<file path="src/rtl/pipe_skid_register.sv">
// Pipeline stage register with valid/ready on both sides and a two-entry skid buffer.
// Optional saturating back-pressure counter: define STALL_COUNTER_EN to build it.
module pipe_skid_register #(
  parameter int DATA_WIDTH      = 32,
  parameter int STALL_CNT_WIDTH = 16
) (
  input  logic                       clk,
  input  logic                       reset,
  input  logic [DATA_WIDTH-1:0]      in_data,
  input  logic                       in_valid,
  output logic                       in_ready,
  input  logic [DATA_WIDTH-1:0]      default_data,
  input  logic                       flush,
  output logic [DATA_WIDTH-1:0]      out_data,
  output logic                       out_valid,
  input  logic                       out_ready,
  output logic [STALL_CNT_WIDTH-1:0] stall_count
);

  // Handshake: a word moves on a side only in a cycle where that side's valid
  // and ready are both high at the rising edge; valid never depends on ready.
  typedef enum logic [1:0] {
    EMPTY = 2'd0,
    ONE   = 2'd1,
    TWO   = 2'd2
  } state_t;

  state_t                state;
  logic [DATA_WIDTH-1:0] main_q;
  logic [DATA_WIDTH-1:0] skid_q;
  logic                  in_fire;
  logic                  out_fire;

  // Both outputs decode straight from the state flop, so in_ready has no
  // combinational path from out_ready.
  assign in_ready  = (state != TWO);
  assign out_valid = (state != EMPTY);
  assign out_data  = main_q;
  assign in_fire   = in_valid & in_ready;
  assign out_fire  = out_valid & out_ready;

  always_ff @(posedge clk) begin
    if (reset) begin
      state  <= EMPTY;
      main_q <= '0;
      skid_q <= '0;
    end else if (flush) begin
      state  <= EMPTY;
      main_q <= default_data;
      skid_q <= default_data;
    end else begin
      case (state)
        EMPTY: begin
          if (in_fire) begin
            main_q <= in_data;
            state  <= ONE;
          end
        end
        ONE: begin
          if (in_fire && out_fire) begin
            main_q <= in_data;
          end else if (in_fire) begin
            skid_q <= in_data;
            state  <= TWO;
          end else if (out_fire) begin
            state  <= EMPTY;
          end
        end
        TWO: begin
          if (out_fire) begin
            main_q <= skid_q;
            state  <= ONE;
          end
        end
        default: state <= EMPTY;
      endcase
    end
  end

`ifdef STALL_COUNTER_EN
  logic [STALL_CNT_WIDTH-1:0] stall_q;

  always_ff @(posedge clk) begin
    if (reset || flush) begin
      stall_q <= '0;
    end else if (out_valid && !out_ready && (stall_q != {STALL_CNT_WIDTH{1'b1}})) begin
      stall_q <= stall_q + 1'b1;
    end
  end

  assign stall_count = stall_q;
`else
  assign stall_count = '0;
`endif

endmodule

</file>
<file path="config.mk">
export PLATFORM = sky130hd
export DESIGN_NAME = pipe_skid_register
export DESIGN_NICKNAME = d
export VERILOG_FILES = /design/src/rtl/pipe_skid_register.sv
export SDC_FILE = /design/constraint.sdc
export NUM_CORES = 1
export LEC_CHECK = 0
export CAP_MARGIN = 10
export CORE_UTILIZATION = 40
export CTS_CLUSTER_SIZE = 25
export DETAILED_ROUTE_END_ITERATION = 10
export PLACE_DENSITY = 0.76
export REMOVE_ABC_BUFFERS = 1
export SYNTH_ARGS = -nofsm -noshare
export SYNTH_HDL_FRONTEND = slang
export SYNTH_SLANG_ARGS = --single-unit
</file>
<file path="constraint.sdc">
create_clock -name clk -period 4.95 [get_ports clk]
set_input_delay 0.99 -clock clk [delete_from_list [all_inputs] [get_ports clk]]
set_output_delay 0.99 -clock clk [all_outputs]
set_load 0.05 [all_outputs]
</file>
# [Yosys cells after proc, flatten, opt, wreduce, memory -nomap -nowiden]
# Cells that the tools add are included.
[classes] n_mux=14 reduce_logical=10 bitwise_logic=2 n_eq_ne=11
[ops] cell="$mux W32" n=7
[ops] cell="$pmux W32 S3" n=1
[ops] cell="$ne A3 B3 Y1 const B" n=4
[ops] cell="$mux W2" n=5
[ops] cell="$ne A2 B2 Y1 const B" n=5
[ops] cell="$reduce_and A4 Y1" n=2
[ops] cell="$pmux W2 S3" n=1
[ops] cell="$reduce_bool A2 Y1" n=3
[ops] cell="$reduce_bool A4 Y1" n=1
[ops] cell="$reduce_and A3 Y1" n=1
[ops] cell="$and A1 B1 Y1" n=2
[ops] cell="$eq A2 B1 Y1 const B" n=1
[ops] cell="$eq A2 B2 Y1 const B" n=1
[ops] cell="$logic_not A2 Y1" n=1
[ops] cell="$reduce_or A2 Y1" n=1
[ops] cell="$logic_and A1 B1 Y1" n=1
[totals] output_inout_bits=50 ff_bits=66

# [Logic depth before layout (Yosys ltp)]
[logic_depth] word_depth=6 depth_mapped=8

# [Worst setup path after synthesis]
# No wires, ideal clock.
[synth_path] kind="reg2out" start="register state[0]" end="output in_ready" arrival_ns=1.434 path_stages_with_launch=5 setup_slack_ns=2.526 path_cell_list="dfxtp_1 -> inv_1 -> ha_1 -> inv_1 -> clkbuf_1"
[synth_via] elab_chain_len=1
[synth_lines] item="from (decl)" line="28" source="state_t state;"
[synth_lines] item="from (signal assigned)" line="44" source="state <= EMPTY;"
[synth_lines] item="from (signal assigned)" line="48" source="state <= EMPTY;"
[synth_lines] item="from (signal assigned)" line="56" source="state <= ONE;"
[synth_lines] item="$ne A2 B2 Y1" line="36" source="assign in_ready = (state != TWO);"
[synth_lines] item="to (decl)" line="11" source="output logic in_ready,"
# Every way passes these cells.

# [Worst setup path after layout]
# Same ends and word-level chain as after synthesis.

==> impl_metrics.py <==
metrics = {
    "placement": {
        "pre_cts_ws_ns": 1.808,
        "place_congestion": 0.7320,
        "port_buffers": 102,
        "place_inst": 582,
        "dp_hpwl_mm": 5.716,
    },
    "die": {
        "ios": 119,
        "die_w_um": 95.84,
        "die_h_um": 95.84,
        "core_um2": 8382,
        "rows": 33,
        "dieArea_um2": 9184,
        "start_util": 0.4202,
    },
    "hold_path": {
        "hold_class": "flip-flop to flip-flop",
        "hp-start": "skid_q[5]$_SDFFE_PP0P_",
        "holdPathEnd": "skid_q[5]$_SDFFE_PP0P_",
        "min_path_cells": 2,
    },
    "timing": {
        "slew_headroom": 0.3314,
        "rsz0062_at_grt": "no",
        "fin_crit_sh": 0.7027,
        "slew_viol_final": 0,
        "skew_ns": 0.005253,
        "setup_viol": 0,
        "setup_ws_ns": 1.472,
        "hold_ws_ns": 0.4699,
        "hold_violations": 0,
        "post-route-min-period_ns": 3.478,
        "timing.fmax_mhz": 287.5,
        "setup_tns_ns": 0,
        "worstMarginPinSlew_ns": 1.003,
    },
    "critical_path": {
        "critPathLaunchType": "flip-flop",
        "ff2ff_setup_slack_ns": 2.69,
        "ff2ff_path_depth": 7,
        "path_cells": "inv_1 -> ha_1 -> inv_1 -> clkdlybuf4s50_1",
        "path_max_fanout": 33,
        "arrival_ns": 2.49,
        "cp_slowest_cell": "ha_1",
        "crit_type": "flip-flop to output pin",
        "required_ns": 3.96,
        "crit_path_frequent_cell": "inv_1",
        "reg2reg_to": "skid_q[23]$_SDFFE_PP0P_",
        "reg2reg_from": "state[0]$_SDFFE_PP0P_",
        "critPathCaptureType": "output pin",
        "slowest_delay_ns": 0.83,
    },
    "clock_tree": {
        "cts_resized": 0,
        "htree_num_levels": 3,
        "hold_buffers": 0,
        "cts.clk_slew.worst_paths_ns": 0.07,
        "cts_root_buffer": "clkbuf_8",
        "worstSkewPairLatency_ns": 0.33,
        "clockBufferDepth": 2,
        "cts_setup_buffers": 0,
        "cts_made_buffers": 9,
        "cts_tree": "yes",
        "cts_sinks": 66,
    },
    "synthesis": {
        "synth_edf_count": 0,
        "yosys-top-cells-count": "dfxtp_1, nand2_1, a211oi_1",
        "synth-seq-cells": 66,
        "seq_area_frac_synth": 0.3751,
        "yosys_warnings": 0,
        "synth-main-ff-cell": "dfxtp_1",
        "synth.area.top_cells": "dfxtp_1, a211oi_1, nand2_1, nand3b_1, o21bai_1",
        "synthArstFlopShare": 0,
        "netlist_instances": 407,
        "synth.largest_area_cell": "dfxtp_1",
        "syn_area_per_cell_um2": 8.654,
        "netlist.area_leader.share": 0.3751,
        "syn_area_um2": 3522,
        "netlist-cell-type-count": 36,
    },
    "grt": {
        "grt_usage": 0.2024,
        "grt_max_degree": 67,
        "grt_pass1_vias": 3057,
        "grt_pass1_wl_mm": 14.47,
        "antenna_found_initial": 0,
        "overflow": 0,
    },
    "power_and_ir_drop": {
        "p_leak_uw": 0.001673,
        "seq_power_share": 0.427,
        "p_sw_uw": 443.3,
        "vdd_drop_max_mv": 0.1281,
        "p_int_uw": 957.3,
        "p_per_area_nw_per_um2": 304.3,
        "p_comb_frac": 0.254,
        "swShare": 0.3165,
        "pwr-share-clk": 0.319,
    },
    "layout": {
        "drive_gt1_frac": 0.05081,
        "diodes": 0,
        "layout.nets": 562,
        "finalNonFillerCells": 597,
        "fillers": 803,
        "syn_to_final_growth_pct": 30.69,
    },
    "route": {
        "drc": 0,
        "ant_nets": 0,
        "via_count": 3250,
        "drt-initial-drc-count": 223,
        "vias_per_cell": 5.444,
        "dr.pass1.iters": 4,
        "routedWlPerCell_um": 15.17,
        "finalWirelength_mm": 9.056,
    },
    "run": {
        "drv_cap": 0,
    },
    "status": {
        "status": "finished, final reports clean",
    },
}
==> cell type report <==
cell class / instances / area [um2] / area share
Sequential cell: 66 / 1321 / 0.2870
Inverter: 6 / 22.52 / 0.004893
Clock buffer: 12 / 145.1 / 0.03153
Multi-Input combinational cell: 298 / 1894 / 0.4115
Timing Repair Buffer: 107 / 1049 / 0.2278
Tap cell: 105 / 131.4 / 0.02854
Clock inverter: 3 / 40.04 / 0.008698
==> worst max path at each step <==
| stage | start | endpoint | slack [ns] |
|---|---|---|---|
| 2_1_floorplan | out_ready | out_data[0]$_SDFFE_PP0P_ | 1.71 |
| 3_3_place_gp | state[0]$_SDFFE_PP0P_ | in_ready | 1.81 |
| 3_5_place_dp | state[0]$_SDFFE_PP0P_ | in_ready | 1.81 |
| 4_1_cts | state[0]$_SDFFE_PP0P_ | in_ready | 1.44 |
| 5_1_grt | state[0]$_SDFFE_PP0P_ | in_ready | 1.28 |
| 6_report | state[0]$_SDFFE_PP0P_ | in_ready | 1.47 |
==> worst max-delay path: cells and delay by family (launching register included) <==
kind,cells,cell delay [ns]
adders and majority gates,1,0.83
buffers and inverters,3,0.99
DFF,1,0.34
==> stage by stage <==
step,cell area (um2),utilization,power [uW]
after floorplan,3238,-,816.1
after global placement,4418,0.5271,958.9
after detailed placement,4418,0.5271,965.4
after CTS,4603,0.5492,1410
after global routing,4603,0.5492,1459
final,4603,0.5492,1401
==> state kept, by name, summed over array words and instances (netlist names) <==
register / flops
out_data: 32
skid_q: 32
state: 2
==> logic make-up (layout without fill, tap and decap cells) <==
group / after synthesis / count (layout) / share of synthesized area
buffers and inverters: 58 / 128 / 0.1030
adder cells (fa/ha/maj): 5 / 5 / 0.01776
flip-flops: 66 / 66 / 0.3751
AO/OA/AOI/OAI: 136 / 136 / 0.2842
other: 1 / 16 / 0.001065
AND/OR/NAND/NOR: 141 / 141 / 0.2188
==> metal layers <==
metal | vias up | track usage | wire length, um
met5 | - | 0 | 0
met4 | 0 | 0.08706 | 147
met3 | 14 | 0.03633 | 612
met2 | 129 | 0.3411 | 4308
met1 | 1506 | 0.2525 | 3988
li1 | 1601 | - | -
==> layout by cell type, fill, tap and decap left out, drive strengths merged <==
master	synthesis	routed
dfxtp	66	66
nand2	66	66
a21oi	1	1
a211oi	33	33
o21ai	1	1
bufinv	0	1
nor2	2	2
nor4bb	1	1
buf	25	7
a21o	1	1
and3	1	1
a2bb2oi	1	1
nand3b	32	32
o31ai	32	32
a2111oi	2	2
o21bai	32	32
ha	5	5
clkbuf	26	12
clkinv	0	2
inv	6	6
nand2b	1	1
and2	31	31
conb	1	16
nor2b	2	2
a31oi	32	32
clkdlybuf4s50	1	100
nor4	1	1
nor3b	1	1
a21bo	1	1
and4bb	2	2
nand3	1	1
==> power groups by stage <==
stage               sequential (uW)  clock [uW]  combinational (uW)
floorplan                       692           0                 124
global placement                608           0                 351
detailed placement              610           0                 355
CTS                             598         455                 357
global route                    603         477                 379
finish                          598         447                 356
No activity file was read; power rests on OpenSTA's default activity.
